<file path="src/rtl/dlx_shift_issue.sv">
// dlx_shift_issue
// Requesting-side issue/writeback controller for the DLX shift unit.
// Decodes SLL/SRL/SRA (R-type) and SLLI/SRLI/SRAI (I-type) from the execute
// stage, drives the shift unit for SH_LATENCY+1 enabled cycles, captures the
// result and hands it to register writeback through a valid/ready handshake.
// Encodings that are not supported shifts produce a one-cycle illegal pulse.
//
// Ports:
//   clk2, rst2            clock (rising edge), async active-high reset
//   in_valid/in_ready     instruction handshake from execute
//   in_instr              32-bit DLX instruction word
//   in_rs1_val            data to shift
//   in_rs2_val            R-type shift amount in bits [4:0]
//   flush                 synchronous abort of the in-flight instruction
//   sh_en/sh_op/sh_amt/sh_in   shift unit request (op: 000 SLL, 010 SRL, 011 SRA)
//   sh_result             shift unit result
//   wb_valid/wb_ready     writeback handshake
//   wb_rd/wb_data         writeback destination and value
//   illegal               pulse: accepted instruction is not a supported shift
module dlx_shift_issue #(
    parameter int unsigned SH_LATENCY = 2
) (
    input  logic        clk2,
    input  logic        rst2,
    input  logic        in_valid,
    output logic        in_ready,
    input  logic [31:0] in_instr,
    input  logic [31:0] in_rs1_val,
    input  logic [31:0] in_rs2_val,
    input  logic        flush,
    output logic        sh_en,
    output logic [2:0]  sh_op,
    output logic [4:0]  sh_amt,
    output logic [31:0] sh_in,
    input  logic [31:0] sh_result,
    output logic        wb_valid,
    input  logic        wb_ready,
    output logic [4:0]  wb_rd,
    output logic [31:0] wb_data,
    output logic        illegal
);

    typedef enum logic [1:0] {
        ST_IDLE = 2'd0,
        ST_EXEC = 2'd1,
        ST_WB   = 2'd2
    } state_t;

    localparam logic [3:0] LAT = 4'(SH_LATENCY);

    localparam logic [2:0] OP_SLL = 3'b000;
    localparam logic [2:0] OP_SRL = 3'b010;
    localparam logic [2:0] OP_SRA = 3'b011;

    state_t      r_state;
    state_t      w_state_nxt;

    logic [3:0]  r_cnt;
    logic [4:0]  r_rd;
    logic [2:0]  r_sh_op;
    logic [4:0]  r_sh_amt;
    logic [31:0] r_sh_in;
    logic        r_in_ready;
    logic        r_sh_en;
    logic        r_wb_valid;
    logic [4:0]  r_wb_rd;
    logic [31:0] r_wb_data;
    logic        r_illegal;

    logic        w_legal;
    logic [2:0]  w_op;
    logic [4:0]  w_amt;
    logic [4:0]  w_rd;
    logic        w_take;
    logic        w_last_exec;
    logic        w_capture;

    // Instruction fields that never influence decode; the name keeps them out of unused-signal reports.
    logic        w_unused;
    assign w_unused = ^{in_rs2_val[31:5], in_instr[25:21], in_instr[10:6]};

    // Combinational decode of the instruction presented by the execute stage.
    always_comb begin
        w_legal = 1'b0;
        w_op    = OP_SLL;
        w_amt   = 5'd0;
        w_rd    = 5'd0;
        case (in_instr[31:26])
            6'h00: begin
                w_rd  = in_instr[15:11];
                w_amt = in_rs2_val[4:0];
                case (in_instr[5:0])
                    6'h04: begin w_legal = 1'b1; w_op = OP_SLL; end
                    6'h06: begin w_legal = 1'b1; w_op = OP_SRL; end
                    6'h07: begin w_legal = 1'b1; w_op = OP_SRA; end
                    default: begin w_legal = 1'b0; w_op = OP_SLL; end
                endcase
            end
            6'h14: begin w_legal = 1'b1; w_op = OP_SLL; w_rd = in_instr[20:16]; w_amt = in_instr[4:0]; end
            6'h16: begin w_legal = 1'b1; w_op = OP_SRL; w_rd = in_instr[20:16]; w_amt = in_instr[4:0]; end
            6'h17: begin w_legal = 1'b1; w_op = OP_SRA; w_rd = in_instr[20:16]; w_amt = in_instr[4:0]; end
            default: begin
                w_legal = 1'b0;
                w_op    = OP_SLL;
            end
        endcase
    end

    // Handshake and end-of-execute qualifiers; flush outranks both accept and capture.
    always_comb begin
        w_take      = in_valid & r_in_ready & ~flush;
        w_last_exec = (r_state == ST_EXEC) && (r_cnt == LAT);
        if (w_last_exec && !flush && (r_rd != 5'd0)) begin
            w_capture = 1'b1;
        end else begin
            w_capture = 1'b0;
        end
    end

    // Next-state logic for the IDLE -> EXEC -> WB sequence.
    always_comb begin
        w_state_nxt = r_state;
        case (r_state)
            ST_IDLE: begin
                if (w_take && w_legal) begin
                    w_state_nxt = ST_EXEC;
                end else begin
                    w_state_nxt = ST_IDLE;
                end
            end
            ST_EXEC: begin
                if (flush) begin
                    w_state_nxt = ST_IDLE;
                end else if (w_last_exec) begin
                    // r0 is never written, so its result is dropped here.
                    w_state_nxt = (r_rd == 5'd0) ? ST_IDLE : ST_WB;
                end else begin
                    w_state_nxt = ST_EXEC;
                end
            end
            ST_WB: begin
                if (flush || wb_ready) begin
                    w_state_nxt = ST_IDLE;
                end else begin
                    w_state_nxt = ST_WB;
                end
            end
            default: w_state_nxt = ST_IDLE;
        endcase
    end

    // State register.
    always_ff @(posedge clk2 or posedge rst2) begin
        if (rst2) begin
            r_state <= ST_IDLE;
        end else begin
            r_state <= w_state_nxt;
        end
    end

    // Handshake outputs registered from the next state so they track the state register exactly.
    always_ff @(posedge clk2 or posedge rst2) begin
        if (rst2) begin
            r_in_ready <= 1'b1;
            r_sh_en    <= 1'b0;
            r_wb_valid <= 1'b0;
            r_illegal  <= 1'b0;
        end else begin
            r_in_ready <= (w_state_nxt == ST_IDLE);
            r_sh_en    <= (w_state_nxt == ST_EXEC);
            r_wb_valid <= (w_state_nxt == ST_WB);
            r_illegal  <= (r_state == ST_IDLE) && w_take && !w_legal;
        end
    end

    // Issue operands, latency counter and writeback payload.
    always_ff @(posedge clk2 or posedge rst2) begin
        if (rst2) begin
            r_cnt     <= 4'd0;
            r_rd      <= 5'd0;
            r_sh_op   <= 3'd0;
            r_sh_amt  <= 5'd0;
            r_sh_in   <= 32'd0;
            r_wb_rd   <= 5'd0;
            r_wb_data <= 32'd0;
        end else begin
            case (r_state)
                ST_IDLE: begin
                    if (w_take && w_legal) begin
                        r_sh_op  <= w_op;
                        r_sh_amt <= w_amt;
                        r_sh_in  <= in_rs1_val;
                        r_rd     <= w_rd;
                        r_cnt    <= 4'd0;
                    end
                end
                ST_EXEC: begin
                    r_cnt <= r_cnt + 4'd1;
                    if (w_capture) begin
                        r_wb_data <= sh_result;
                        r_wb_rd   <= r_rd;
                    end
                end
                default: begin
                    r_cnt <= r_cnt;
                end
            endcase
        end
    end

    assign in_ready = r_in_ready;
    assign sh_en    = r_sh_en;
    assign sh_op    = r_sh_op;
    assign sh_amt   = r_sh_amt;
    assign sh_in    = r_sh_in;
    assign wb_valid = r_wb_valid;
    assign wb_rd    = r_wb_rd;
    assign wb_data  = r_wb_data;
    assign illegal  = r_illegal;

endmodule

</file>
<file path="config.mk">
export PLATFORM = sky130hd
export DESIGN_NAME = dlx_shift_issue
export DESIGN_NICKNAME = d
export VERILOG_FILES = /design/src/rtl/dlx_shift_issue.sv
export SDC_FILE = /design/constraint.sdc
export NUM_CORES = 1
export LEC_CHECK = 0
export ABC_CLOCK_PERIOD_IN_PS = 3100
export CAP_MARGIN = 5
export CORE_AREA = 3 3 110 112
export CTS_BUF_LIST = sky130_fd_sc_hd__clkbuf_16
export CTS_CLUSTER_SIZE = 20
export DETAILED_ROUTE_END_ITERATION = 8
export DIE_AREA = 0 0 113 115
export PLACE_DENSITY_LB_ADDON = 0.2
export SYNTH_ARGS = -nofsm -noshare
export SYNTH_HDL_FRONTEND = slang
export SYNTH_SLANG_ARGS = --single-unit
</file>
<file path="constraint.sdc">
create_clock -name clk2 -period 3.1 [get_ports clk2]
set_input_delay 0.62 -clock clk2 [delete_from_list [all_inputs] [get_ports clk2]]
set_output_delay 0.62 -clock clk2 [all_outputs]
set_load 0.005 [all_outputs]
</file>
==> flow_metrics.tcl, run 1 <==
set metrics [dict create \
    run_status "finished, final reports clean" \
    maxSlewViolCount 0 \
    seq_area_um2 2280 \
    cp-start-kind "input port" \
    fmax_mhz 422 \
    clock-sinks 91 \
    max_slew_margin 0.581 \
    initial_core_util 0.343 \
    num-fill-cells 979 \
    drt_iter0_markers 104 \
    diodes 0 \
    hpwl_mm 6.71 \
    ctsHoldBuffers 0 \
    yosys_warnings 0 \
    finalSetupViolCount 0 \
    viasPerCell 4.63 \
    synthMuxAreaShare 0.238 \
    clk_latency_ps 330 \
    final_common_cell "clkdlybuf4s50_1" \
    setup_tns_ps 0 \
    postCtsSetupBuffers 0 \
    clk_pin_slew_ps 60 \
    cts_htree_levels 3 \
    syn_nets 383 \
    worstHoldPathType "reg -> reg" \
    crit_fanout 21 \
    ys_seq_elements 91 \
    synth.cell_area_um2 3880 \
    cap_violations 0 \
    yosys.area_share.simple 0.0539 \
    dieArea_um2 13000 \
    fin_cells 572 \
    multi_input_area_um2 1450 \
    grt.total_usage 0.137 \
    synth-edff-count 0 \
    grt_pass1_wl_mm 14.3 \
    fin_crit_ps 2370 \
    worst-endpoint-required_ps 3310 \
    vias 2651 \
    power.density_nw_per_um2 529 \
    ant_nets 0 \
    gp_congestion 0.725 \
    antenna_found_initial 0 \
    cts_buffers 9 \
    grt_overflow 0 \
    io_pins 214 \
    synth-xor-area-share 0.00452 \
    fp-row-count 39 \
    fin_skew_ps 5.01 \
    synth_top_family_by_area "multiplexers" \
    ctsResizeCount 0 \
    nNetsFinal 561 \
    p_leak_nw 2.73 \
    drive_gt1_frac 0.228 \
    synth_cell_types 40 \
    tightest_slew_ps 628 \
    mostFrequentLayoutCells "clkdlybuf4s50_1 (175), dfrtp_1 (90), mux2_2 (34)" \
    placed_cells 558 \
    grt_max_degree 36 \
    firstDrtPassIters 4 \
    cp-end-kind "flip-flop" \
    hold_viol_final 0 \
    rsz0062_at_grt "false" \
    grt_pass1_vias 2740 \
    cts_root_buf "clkbuf_16" \
    cp.arrival_ps 2580 \
    synth_compound_area_frac 0.0668 \
    path_class "in -> reg" \
    clock_path_buffers 2 \
    die_w_um 113 \
    period_share 0.765 \
    synthArstFlopShare 1.00 \
    ys_seq_area_frac 0.588 \
    syn-instance-count 248 \
    coreArea_um2 11300 \
    synthFlopType "dfrtp_1" \
    area_delta_synth_final_pct 56.6 \
    drt-wirelength-per-cell_um 15.5 \
    peakVddDrop_v 0.000231 \
    portBuffers 175 \
    synth_fa_ha_area_frac 0.00645 \
    avgSynthCellArea_um2 15.6 \
    drc 0 \
    cts_tree "built" \
    fp.dieH_um 115 \
    routed_wl_mm 8.89 \
]
==> stage by stage <==
| stage | setup slack, ps | instance area, µm² | hold slack, ps | power [W] | util |
|---|---|---|---|---|---|
| after global placement | 387 | 5770 | 472 | 0.00213 | 0.510 |
| after global routing | 626 | 6070 | 509 | 0.00339 | 0.536 |
| after detailed placement | 372 | 5770 | 484 | 0.00214 | 0.510 |
| final | 728 | 6070 | 494 | 0.00321 | 0.536 |
| after floorplan | 118 | 3880 | 489 | 0.00171 | - |
| after CTS | 719 | 6070 | 500 | 0.00327 | 0.536 |
==> critical path, stage by stage <==
cell	delay, ps
clkdlybuf4s50_1	480
nor4_4	350
o2111ai_2	220
a21oi_4	340
buf_12	240
mux2_4	320
==> state kept, by name, summed over array words and instances, names as in the netlist <==
name / flops
illegal: 1
in_ready: 1
r_cnt: 4
r_rd: 5
r_state: 2
sh_amt: 5
sh_en: 1
sh_in: 32
sh_op: 2
wb_data: 32
wb_rd: 5
wb_valid: 1
==> cells by family (layout without fill, tap and decap cells) <==
family | Yosys count | count (layout)
mux | 71 | 71
buf+inv | 19 | 200
other cells | 1 | 1
flops | 91 | 91
fa+ha+maj | 2 | 2
compound gates | 29 | 29
simple gates | 33 | 33
xor+xnor | 2 | 2
==> final timing paths <==
path,startpoint,to,slack (ps),depth (start not counted)
max in group asynchronous,rst2,in_ready,1770,3
max reg2reg,r_rd[1],wb_data[27],950,4
min in group asynchronous,rst2,sh_in[15],680,2
min reg2reg,wb_data[0],wb_data[0],490,1
min,wb_data[0],wb_data[0],490,1
max,in_instr[26],sh_in[22],730,6
==> final cells by class <==
| class | instances | share of cell area |
|---|---|---|
| Clock buffer | 9 | 0.0371 |
| Sequential cell | 91 | 0.375 |
| Inverter | 4 | 0.00268 |
| Clock inverter | 5 | 0.0120 |
| Multi-Input combinational cell | 138 | 0.238 |
| Timing Repair Buffer | 182 | 0.305 |
| Tap cell | 143 | 0.0295 |
==> where the power goes <==
part,leakage (nW),internal (W),switching (W)
Clock,0.154,0.000689,0.000408
Sequential,1.22,0.00135,0.000102
Combinational,1.36,0.000475,0.000191
Total,2.73,0.00251,0.000700
==> Yosys cell counts, types with 2 or more instances <==
library cell / instances / area (µm²)
a221oi_1: 10 / 87.6
a22oi_1: 2 / 15.0
a2bb2oi_1: 10 / 87.6
and2_1: 2 / 12.5
buf_12: 3 / 60.1
buf_4: 3 / 22.5
buf_6: 4 / 45.0
clkbuf_1: 4 / 15.0
dfrtp_1: 90 / 2250
ha_1: 2 / 25.0
inv_1: 4 / 15.0
mux2_1: 4 / 45.0
mux2_2: 34 / 383
mux2_4: 33 / 495
nand2_1: 9 / 33.8
nand3_1: 2 / 10.0
nor2_1: 6 / 22.5
nor3b_1: 2 / 15.0
o22ai_1: 2 / 12.5
or2_2: 2 / 12.5
==> routing by layer <==
layer	vias to the layer above	share of wire	global-route usage
met5	-	0	0
met4	0	0.018	0.0513
met3	13	0.091	0.0484
met2	121	0.45	0.205
met1	1270	0.44	0.185
li1	1247	-	-
No activity file was read; power rests on OpenSTA's default activity.
==> run 2: changes to the inputs <==
- ABC_CLOCK_PERIOD_IN_PS: 3100 -> 2100
- clock period: 3.1 -> 2.1 ns (I/O delays scaled with it)
==> flow_metrics.tcl, run 2 (same netlist as run 1, synthesis figures left out) <==
set metrics [dict create \
    r2r_start "r_rd[1]" \
    antenna_found_initial 0 \
    clock_path_buffers 2 \
    dieArea_um2 13000 \
    nNetsFinal 576 \
    hold_start "wb_data[0]" \
    peakVddDrop_v 0.000419 \
    critPathBufInv 3 \
    worstPathCellList "clkdlybuf4s50_1 -> nor4_4 -> o2111ai_2 -> a21oi_4 -> buf_12 -> buf_12 -> mux2_2" \
    cpMaxStageDelayCell "clkdlybuf4s50_1" \
    fp-row-count 39 \
    cap_violations 0 \
    cp.arrival_ps 2260 \
    rr_worst_depth 4 \
    hold_viol_final 0 \
    cts_buffers 9 \
    die_w_um 113 \
    post-route-util 0.552 \
    worstHoldEndpoint "wb_data[0]" \
    period_share 0.973 \
    pre_cts_ws_ps -396 \
    io_pins 214 \
    worstHoldPathType "reg -> reg" \
    final_common_cell "clkdlybuf4s50_1" \
    power.density_nw_per_um2 772 \
    maxSlewViolCount 0 \
    cts_tree "built" \
    fp.dieH_um 115 \
    grt_overflow 0 \
    cp-end-kind "flip-flop" \
    drc 0 \
    cts_root_buf "clkbuf_16" \
    drt-wirelength-per-cell_um 16.6 \
    finalSetupViolCount 0 \
    clock-sinks 91 \
    crit_top_cell "buf_12" \
    clk_pin_slew_ps 60 \
    routed_wl_mm 9.78 \
    hpwl_mm 7.05 \
    coreArea_um2 11300 \
    viasPerCell 4.69 \
    drive_gt1_frac 0.258 \
    ant_nets 0 \
    cp-start-kind "input port" \
    portBuffers 175 \
    p_leak_nw 2.83 \
    mostFrequentLayoutCells "clkdlybuf4s50_1 (174), dfrtp_1 (90), mux2_2 (34)" \
    r2r_slack_ps 140 \
    drt_iter0_markers 115 \
    grt_pass1_wl_mm 15.4 \
    setup_ws_ps 57.6 \
    gp_congestion 0.732 \
    fin_skew_ps 9.67 \
    grt_pass1_vias 2962 \
    fin_hold_ws_ps 498 \
    vias 2762 \
    area_delta_synth_final_pct 61.3 \
    worst-endpoint-required_ps 2320 \
    crit_path_max_incr_delay_ps 470 \
    fmax_mhz 490 \
    cts_htree_levels 3 \
    firstDrtPassIters 4 \
    fin_crit_ps 2040 \
    rr_endpoint "wb_data[26]" \
    crit_fanout 12 \
    whs_path_depth 1 \
    grt.total_usage 0.152 \
    worstSetupPathDepth 7 \
    run_status "finished, final reports clean" \
    diodes 0 \
    ctsHoldBuffers 0 \
    grt_max_degree 92 \
    clk_latency_ps 340 \
    path_class "in -> reg" \
    crit_family "buffers and inverters" \
    initial_core_util 0.343 \
]
run 2: changes by cell type in the layout (fill, tap and decap cells not counted), sizes merged:
| cell | change |
|---|---|
| buf | +14 |
| clkinvlp | +2 |
| dlymetal6s2s | +1 |
| clkbuf | +1 |
| clkdlybuf4s50 | -1 |
run 2: final cells by class:
class                      instances  area (µm²)
fill                             981        5070
sequential                        91        2280
timing repair buffer             197        2010
multi-input combinational        138        1460
clock buffer                       9         225
tap                              143         179
clock inverter                     7        85.1
inverter                           4        18.8
run 2: what timing repair did:
item,in CTS,in global routing
setup buffers,0,2
resized for setup,0,2
setup endpoints to repair,21,36
pin swaps,2,2
gates cloned,0,1
run 2: worst max path at each step:
stage / to / slack, ps / start
floorplan: sh_in[26] / 210 / in_ready
detailed placement: sh_in[11] / -400 / in_instr[26]
CTS: sh_in[11] / 0.4 / in_instr[26]
finish: sh_in[25] / 60 / in_instr[27]
global placement: sh_in[24] / -340 / in_instr[26]
global route: sh_in[25] / -0.2 / in_instr[3]
run 2: worst register-to-register path, stage by stage, from the launching register on:
cell      delay (ps)
dfrtp_1          390
or4_1            600
o211ai_4         230
buf_4            260
mux2_2           380
run 2: report_power, final:
group	internal, W	switching (W)
Clock	0.00103	0.000648
Combinational	0.000722	0.000295
Sequential	0.00199	0.000145
run 2: stage by stage:
step	cells	total power, W	cell area, µm²	TNS [ps]
2_1_floorplan	248	0.00252	3880	0
4_1_cts	586	0.00490	6190	0
3_5_place_dp	570	0.00319	5880	-16020
6_report	589	0.00483	6250	0
5_1_grt	589	0.00508	6250	-0.214
3_3_place_gp	570	0.00316	5880	-13830
run 2: metal layers:
metal,track usage,up-vias,share of wire
li1,-,1286,-
met1,0.189,1350,0.42
met2,0.241,111,0.47
met3,0.0563,15,0.083
met4,0.0657,0,0.022
met5,0,-,0
==> run 3: changes to the inputs <==
- REMOVE_ABC_BUFFERS: not set -> 1
==> flow_metrics.tcl, run 3 (same netlist as run 1, synthesis figures left out) <==
set metrics [dict create \
    num-fill-cells 966 \
    fp-row-count 39 \
    rr_endpoint "wb_data[4]" \
    firstDrtPassIters 4 \
    post-route-util 0.556 \
    cp-start-kind "input port" \
    initial_core_util 0.343 \
    switchingPower_w 0.00111 \
    portBuffers 175 \
    r2r_start "r_rd[1]" \
    gp_congestion 0.764 \
    rr_worst_depth 4 \
    clk_pin_slew_ps 70 \
    grt_pass1_vias 2915 \
    crit_fanout 9 \
    mostFrequentLayoutCells "clkdlybuf4s50_1 (173), dfrtp_1 (90), mux2_2 (34)" \
    drive_gt1_frac 0.261 \
    cap_violations 0 \
    placed_area_um2 5900 \
    antenna_found_initial 0 \
    finalSetupViolCount 0 \
    clockPowerShare 0.335 \
    fin_crit_ps 2030 \
    path_class "in -> reg" \
    combPwrFrac 0.213 \
    period_share 0.969 \
    drt-wirelength-per-cell_um 16.5 \
    area_delta_synth_final_pct 62.4 \
    drc 0 \
    io_pins 214 \
    ctsHoldBuffers 0 \
    fin_hold_ws_ps 440 \
    worstHoldPathType "in -> async" \
    grt_pass1_wl_mm 14.8 \
    grt.total_usage 0.144 \
    nNetsFinal 578 \
    peakVddDrop_v 0.000344 \
    worst-endpoint-required_ps 2310 \
    r2r_slack_ps 120 \
    die_w_um 113 \
    drt_iter0_markers 92 \
    routed_wl_mm 9.76 \
    diodes 0 \
    cp.arrival_ps 2250 \
    p_leak_nw 2.85 \
    vias 2724 \
    grt_max_degree 36 \
    maxSlewViolCount 0 \
    clock-sinks 91 \
    cts_buffers 9 \
    stdcell_area_um2 6300 \
    coreArea_um2 11300 \
    hold_viol_final 0 \
    dieArea_um2 13000 \
    fp.dieH_um 115 \
    ant_nets 0 \
    viasPerCell 4.61 \
    cts_tree "built" \
    grt_overflow 0 \
    final_common_cell "clkdlybuf4s50_1" \
    hpwl_mm 6.91 \
    clock_path_buffers 2 \
    pwr-share-seq 0.452 \
    run_status "finished, final reports clean" \
    cts_root_buf "clkbuf_16" \
    cell_internal_pwr_w 0.00363 \
    clk_latency_ps 330 \
    fin_skew_ps 9.20 \
    switching_share 0.233 \
    fmax_mhz 491 \
    cp-end-kind "flip-flop" \
    cts_htree_levels 3 \
    power.density_nw_per_um2 752 \
]
-- run 3: cell types whose count changed in the layout (fill, tap and decap cells not counted), sizes merged --
| cell | change |
|---|---|
| inv | +2 |
| buf | +1 |
| bufinv | -1 |
| clkbuf | +1 |
| clkdlybuf4s50 | -1 |
| clkinv | -1 |
| dlymetal6s2s | +1 |
-- run 3: worst max-delay path, stage by stage --
cell             delay, ps
clkdlybuf4s50_1        470
nor4_4                 330
o2111ai_2              200
a21oi_4                200
buf_12                 140
buf_12                 150
mux2_2                 330
-- run 3: stage by stage --
step | setup TNS [ps] | power (W) | cells | worst slack [ps]
6_report | 0 | 0.00474 | 591 | 65.4
5_1_grt | -0.679 | 0.00499 | 591 | -0.679
3_5_place_dp | -14150 | 0.00319 | 571 | -369
3_3_place_gp | -13200 | 0.00317 | 571 | -360
2_1_floorplan | -102870 | 0.00252 | 233 | -682
4_1_cts | -12.1 | 0.00481 | 587 | -12.1
-- run 3: repair_timing --
item / 4_1_cts / 5_1_grt
pin swaps: 0 / 4
endpoints found under the hold margin: 0 / 0
setup buffers: 0 / 1
resized for setup: 1 / 4
cloned: 0 / 3
endpoints found under the setup margin: 1 / 44
-- run 3: power by group through the flow --
stage | logic (W) | clock network [W] | registers [W]
final | 0.00101 | 0.00158 | 0.00214
after detailed placement | 0.00102 | 0 | 0.00217
after global placement | 0.00100 | 0 | 0.00217
after global routing | 0.00110 | 0.00171 | 0.00218
after CTS | 0.00103 | 0.00164 | 0.00214
after floorplan | 0.000356 | 0 | 0.00216
-- run 3: per-layer routing --
layer | track usage | wire, µm
met1 | 0.184 | 4270
met2 | 0.228 | 4650
met3 | 0.0489 | 722
met4 | 0.0529 | 116
met5 | 0 | 0
-- run 3: worst max-delay path by stage --
stage	startpoint	slack, ps	end	depth (start not counted)
CTS	in_instr[26]	-10	sh_in[25]	6
floorplan	rst2	-680	illegal	1
global placement	in_instr[26]	-360	sh_in[25]	6
detailed placement	in_instr[3]	-370	sh_in[25]	6
global route	in_instr[30]	-0.7	sh_in[25]	7
finish	in_instr[30]	70	sh_in[25]	7
-- run 3: area by class of cell --
type,count,area [µm²],area share
Tap cell,143,179,0.0284
Sequential cell,91,2280,0.362
Clock inverter,7,70.1,0.0111
Clock buffer,9,225,0.0358
Timing Repair Buffer,199,2070,0.329
Multi-Input combinational cell,138,1460,0.231
Inverter,4,17.5,0.00278
==> RTL edit 1 (settings of run 1) <==
Encoding of `state_t`: now one-hot (3 bits for 3 states).
--- a/src/rtl/dlx_shift_issue.sv
+++ b/src/rtl/dlx_shift_issue.sv
@@ -40,10 +40,10 @@
     output logic        illegal
 );
 
-    typedef enum logic [1:0] {
-        ST_IDLE = 2'd0,
-        ST_EXEC = 2'd1,
-        ST_WB   = 2'd2
+    typedef enum logic [2:0] {
+        ST_IDLE = 3'b001,
+        ST_EXEC = 3'b010,
+        ST_WB   = 3'b100
     } state_t;
 
     localparam logic [3:0] LAT = 4'(SH_LATENCY);
Formal check against the unedited RTL: same outputs for any inputs over 10 cycles, from zero or initial values and one cycle with rst2 high; not proved beyond that.
==> RTL edit 1 against run 1 <==
  * Sequential share of layout area increased by 0.52 points
  * Register-to-register slack improved by 0.06 ns
  * Total power decreased by 1.6%
  * Clock skew increased by 0.0093 ns
  * Cell area decreased by 0.23%
  * Die area unchanged
  * Routed wire length increased by 3.3%
  * Hold slack improved by 0.012 ns
  * Non-clock buffer count increased by 2
  * Area after synthesis decreased by 2.7%
  * Sequential cell count increased by 1
  * Worst setup slack got worse by 0.18 ns
  * Core utilization decreased by 0.12 points
  * Sequential power decreased by 3%
  * Largest cell class unchanged
  * Highest routed layer unchanged
==> RTL edit 1: results (changes against run 1) <==
multiplexer share of the synthesized area 21.8% (was 23.8%); status complete, no violations (unchanged); Total GRT Usage 14.6% (was 13.7%); share of cells above drive strength 1 23.9% (was 22.8%); Clock Skew 0.0144 ns (was 0.00501 ns); layout net count 566 (was 561); detailed-placement wirelength estimate 6820 um (was 6710 um); P_leak 0.00269 uW (was 0.00273 uW); Synth top cells by count dfrtp_1 (90), mux2_2 (65), a221o_1 (10), o22a_1 (10), nand2_1 (7) (was dfrtp_1 (90), mux2_2 (34), mux2_4 (33), a221oi_1 (10), a2bb2oi_1 (10)); Worst path slowest cell or4_4 (was clkdlybuf4s50_1); post-synthesis net count 385 (was 383); Post-DP Area 5720 um2 (was 5770 um2); Crit path max-delay family simple AND/OR/NAND/NOR gates (was buffers and inverters); XOR/XNOR share of the synthesized area 0.464% (was 0.452%); Post-Synth Adder-Cell Area 0.663% (was 0.645%); synth top area cells dfrtp_1 (60%), mux2_2 (19%), a221o_1 (2.7%), mux2_4 (2.4%), o22a_1 (2.3%) (was dfrtp_1 (58%), mux2_4 (13%), mux2_2 (9.9%), a221oi_1 (2.3%), a2bb2oi_1 (2.3%)); CTS root buf clkbuf_16 (unchanged); initial drt markers 68 (was 104); Routed WL 9180 um (was 8890 um); gpl congestion 0.789 (was 0.725); largest net degree at the start of global routing 44 (was 36); crit-path max cell delay 0.57 ns (was 0.48 ns); Rel. slew slack 32.8% (was 58.1%); global-route wire length before repair 15100 um (was 14300 um); Synth Area in Compound Gates 8.02% (was 6.68%); post-DR vias/cell 4.88 (was 4.63); Worst Path Max Fanout 34 (was 21); sequential share of the synthesized area 61.1% (was 58.8%); Setup WS pre-CTS 0.189 ns (was 0.372 ns); vias in the first global route 3069 (was 2740); CTS Buf Count 9 (unchanged); Max VDD drop 0.000246 V (was 0.000231 V)
[RTL edit 1: per-layer routing]
layer | GRT usage (%) | wire length, um
met2 | 22.2 | 4150
met4 | 6.25 | 186
met5 | 0 | 0
met1 | 17.8 | 3790
met3 | 6.89 | 1060
[RTL edit 1: power by group]
| part | switching (uW) | internal (uW) |
|---|---|---|
| Clock | 449 | 785 |
| Sequential | 74.5 | 1320 |
| Combinational | 158 | 373 |
| Total | 681 | 2480 |
[RTL edit 1: path summary, 6_finish.rpt]
path                                         from                      end  slack [ns]  cells after the start
setup / recovery                     in_instr[27]    sh_in[24]$_DFFE_PP0P_        0.55                      6
hold / removal             wb_data[4]$_DFFE_PP0P_   wb_data[4]$_DFFE_PP0P_        0.51                      1
setup reg to reg             r_cnt[0]$_DFFE_PP0P_  wb_data[19]$_DFFE_PP0P_        1.01                      6
hold reg to reg            wb_data[4]$_DFFE_PP0P_   wb_data[4]$_DFFE_PP0P_        0.51                      1
max in group asynchronous                    rst2   wb_data[6]$_DFFE_PP0P_        1.77                      3
min in group asynchronous                    rst2  wb_data[21]$_DFFE_PP0P_        0.68                      2
[RTL edit 1: layout make-up]
type	count	area (um2)	share of cell area (%)
Clock inverter	7	115	1.90
Timing Repair Buffer	184	1860	30.6
Sequential cell	92	2300	38.0
Clock buffer	9	225	3.72
Inverter	3	13.8	0.227
Multi-Input combinational cell	141	1360	22.5
Tap cell	143	179	2.95
[RTL edit 1: metrics by stage]
| stage | hold WS [ns] | cells |
|---|---|---|
| 2_1_floorplan | 0.500 | 250 |
| 3_3_place_gp | 0.486 | 563 |
| 3_5_place_dp | 0.493 | 563 |
| 4_1_cts | 0.508 | 579 |
| 5_1_grt | 0.517 | 579 |
| 6_report | 0.505 | 579 |
==> RTL edit 2 (settings of run 1) <==
Without the edit above. Reset style: synchronous (`rst2`), changed in 3 clocked blocks. Comments in the files are not updated.
--- a/src/rtl/dlx_shift_issue.sv
+++ b/src/rtl/dlx_shift_issue.sv
@@ -150,7 +150,7 @@
     end
 
     // State register.
-    always_ff @(posedge clk2 or posedge rst2) begin
+    always_ff @(posedge clk2) begin
         if (rst2) begin
             r_state <= ST_IDLE;
         end else begin
@@ -159,7 +159,7 @@
     end
 
     // Handshake outputs registered from the next state so they track the state register exactly.
-    always_ff @(posedge clk2 or posedge rst2) begin
+    always_ff @(posedge clk2) begin
         if (rst2) begin
             r_in_ready <= 1'b1;
             r_sh_en    <= 1'b0;
@@ -174,7 +174,7 @@
     end
 
     // Issue operands, latency counter and writeback payload.
-    always_ff @(posedge clk2 or posedge rst2) begin
+    always_ff @(posedge clk2) begin
         if (rst2) begin
             r_cnt     <= 4'd0;
             r_rd      <= 5'd0;
Function: differs if rst2 is asserted again (counterexample within 4 cycles, from zero or initial values and one cycle with rst2 high); with rst2 held inactive, the same outputs for 10 cycles.
==> RTL edit 2 against run 1 <==
  * Worst setup slack got worse by 0.042 ns
  * Hold slack got worse by 0.032 ns
  * Fmax decreased by 1.8%
  * First-iteration DRC count is 64% higher
  * Non-clock buffer count increased by 2
  * Cell area rose by 1.1%
  * Sequential share of layout area fell by 7.8 points
  * Routed wire length is 16% higher
  * Sequential cell count is the same
  * Area after synthesis up 3.8%
  * Die area stayed put
  * Largest cell class is now multi-input combinational cells
  * Highest routed layer unchanged
Power is not compared: it rests on default switching activity, and its combinational part moved more than twofold at a synthesized area within 25%.
==> RTL edit 2: results (changes against run 1) <==
clock slew at reported path FFs 0.06 ns (about the same); layout net count 691 (was 561); Routed WL 10300 um (was 8890 um); FFs w/ async S/R, synth 0% (was 100%); Netlist cell types 46 (was 40); EDFF count, synth 0 (unchanged); synth top area cells dfxtp_1 (45%), mux2i_1 (17%), nand2b_1 (10%), nor2_1 (4.6%), a2111oi_4 (2.7%) (was dfrtp_1 (58%), mux2_4 (13%), mux2_2 (9.9%), a221oi_1 (2.3%), a2bb2oi_1 (2.3%)); largest net degree at the start of global routing 105 (was 36); reg2reg path depth 5 (was 4); Setup WS pre-CTS 0.347 ns (was 0.372 ns); sequential share of the synthesized area 45.2% (was 58.8%); worst reg2reg setup slack 0.86 ns (was 0.95 ns); vias in the first global route 3298 (was 2740); fin crit period 2.41 ns (was 2.37 ns); CTS Buffer Depth 2 (unchanged); initial drt markers 171 (was 104); share of cells above drive strength 1 6.60% (was 22.8%); filler cell count in the final layout 1022 (was 979); Worst path slowest cell nor4b_2 (was clkdlybuf4s50_1); RR Startpoint r_rd[1]$_SDFFE_PP0P_ (was r_rd[1]$_DFFE_PP0P_); status complete, no violations (unchanged); Synth top cells by count dfxtp_1 (91), mux2i_1 (67), nand2b_1 (67), nor2_1 (49), clkbuf_1 (12) (was dfrtp_1 (90), mux2_2 (34), mux2_4 (33), a221oi_1 (10), a2bb2oi_1 (10)); gpl congestion 0.743 (was 0.725); global-route wire length before repair 16500 um (was 14300 um); Critical Path Source in_instr[3] (was in_instr[26]); detailed-placement wirelength estimate 7510 um (was 6710 um); Worst Path Max Fanout 24 (was 21); Worst Tran Pin Value 0.909 ns (was 0.628 ns); post-DR vias/cell 4.73 (was 4.63); Synth Flop Type dfxtp_1 (was dfrtp_1); Worst Path Arrival 2.67 ns (was 2.58 ns); Total GRT Usage 15.8% (was 13.7%); capturing point of the worst reg2reg path wb_data[7]$_SDFFE_PP0P_ (was wb_data[27]$_DFFE_PP0P_); Post-DP Area 5870 um2 (was 5770 um2)
## RTL edit 2: cell count changes after synthesis, sizes merged, moves of 10 or more
| cell | change |
|---|---|
| clkbuf | +10 |
| a2111oi | +10 |
| nand2b | +66 |
| nor2 | +44 |
| a221oi | -10 |
| a2bb2oi | -10 |
| dfxtp | +91 |
| mux2 | -69 |
| mux2i | +67 |
| dfrtp | -90 |
## RTL edit 2: worst min path at each step
| stage | startpoint | slack, ns | cells after the start | to |
|---|---|---|---|---|
| floorplan | wb_rd[0]$_SDFFE_PP0P_ | 0.45 | 2 | wb_rd[0]$_SDFFE_PP0P_ |
| global placement | wb_rd[0]$_SDFFE_PP0P_ | 0.45 | 2 | wb_rd[0]$_SDFFE_PP0P_ |
| detailed placement | wb_rd[0]$_SDFFE_PP0P_ | 0.45 | 2 | wb_rd[0]$_SDFFE_PP0P_ |
| CTS | wb_rd[0]$_SDFFE_PP0P_ | 0.47 | 2 | wb_rd[0]$_SDFFE_PP0P_ |
| global route | sh_in[27]$_SDFFE_PP0P_ | 0.49 | 2 | sh_in[27]$_SDFFE_PP0P_ |
| finish | wb_rd[0]$_SDFFE_PP0P_ | 0.46 | 2 | wb_rd[0]$_SDFFE_PP0P_ |
## RTL edit 2: logic make-up (layout without fill, tap and decap cells)
group / after synthesis / count (layout) / share of synthesized area, %
muxes: 69 / 69 / 17.2
other: 1 / 1 / 0.0931
and+or+nand+nor: 157 / 157 / 21.8
buffers and inverters: 34 / 203 / 5.44
AOI/OAI and AO/OA: 38 / 38 / 9.54
DFF: 91 / 91 / 45.2
adders and majority gates: 2 / 2 / 0.621
## RTL edit 2: area by class of cell
type	instances	area [um2]	share of cell area (%)
multi-input cells	267	2000	32.6
repair buffers	184	1850	30.2
flip-flops and latches	91	1820	29.7
clock buffers	9	225	3.67
well taps	143	179	2.91
clock inverters	7	45.0	0.734
inverters	3	11.3	0.183
## RTL edit 2: worst min-delay path: stages, from the launching register on
cell	delay, ns
dfxtp_1	0.31
nand2_1	0.05
a21oi_1	0.05
## RTL edit 2: per-stage QoR
stage,cells,total power (uW)
after global placement,688,1420
after CTS,704,2430
after global routing,704,2490
after detailed placement,688,1420
final,704,2390
after floorplan,392,1280
## RTL edit 2: power breakdown
| group | internal (uW) | total, uW | leakage, uW | switching [uW] |
|---|---|---|---|---|
| registers | 1170 | 1180 | 0.000733 | 2.50 |
| logic | 144 | 219 | 0.00147 | 74.5 |
| clock network | 540 | 994 | 0.000131 | 454 |
## RTL edit 2: routing by layer
layer,GRT usage (%),wire (um),up-vias
li1,-,-,1678
met1,18.9,4390,1557
met2,27.5,5220,83
met3,4.53,586,9
met4,4.97,111,0
met5,0,0,-
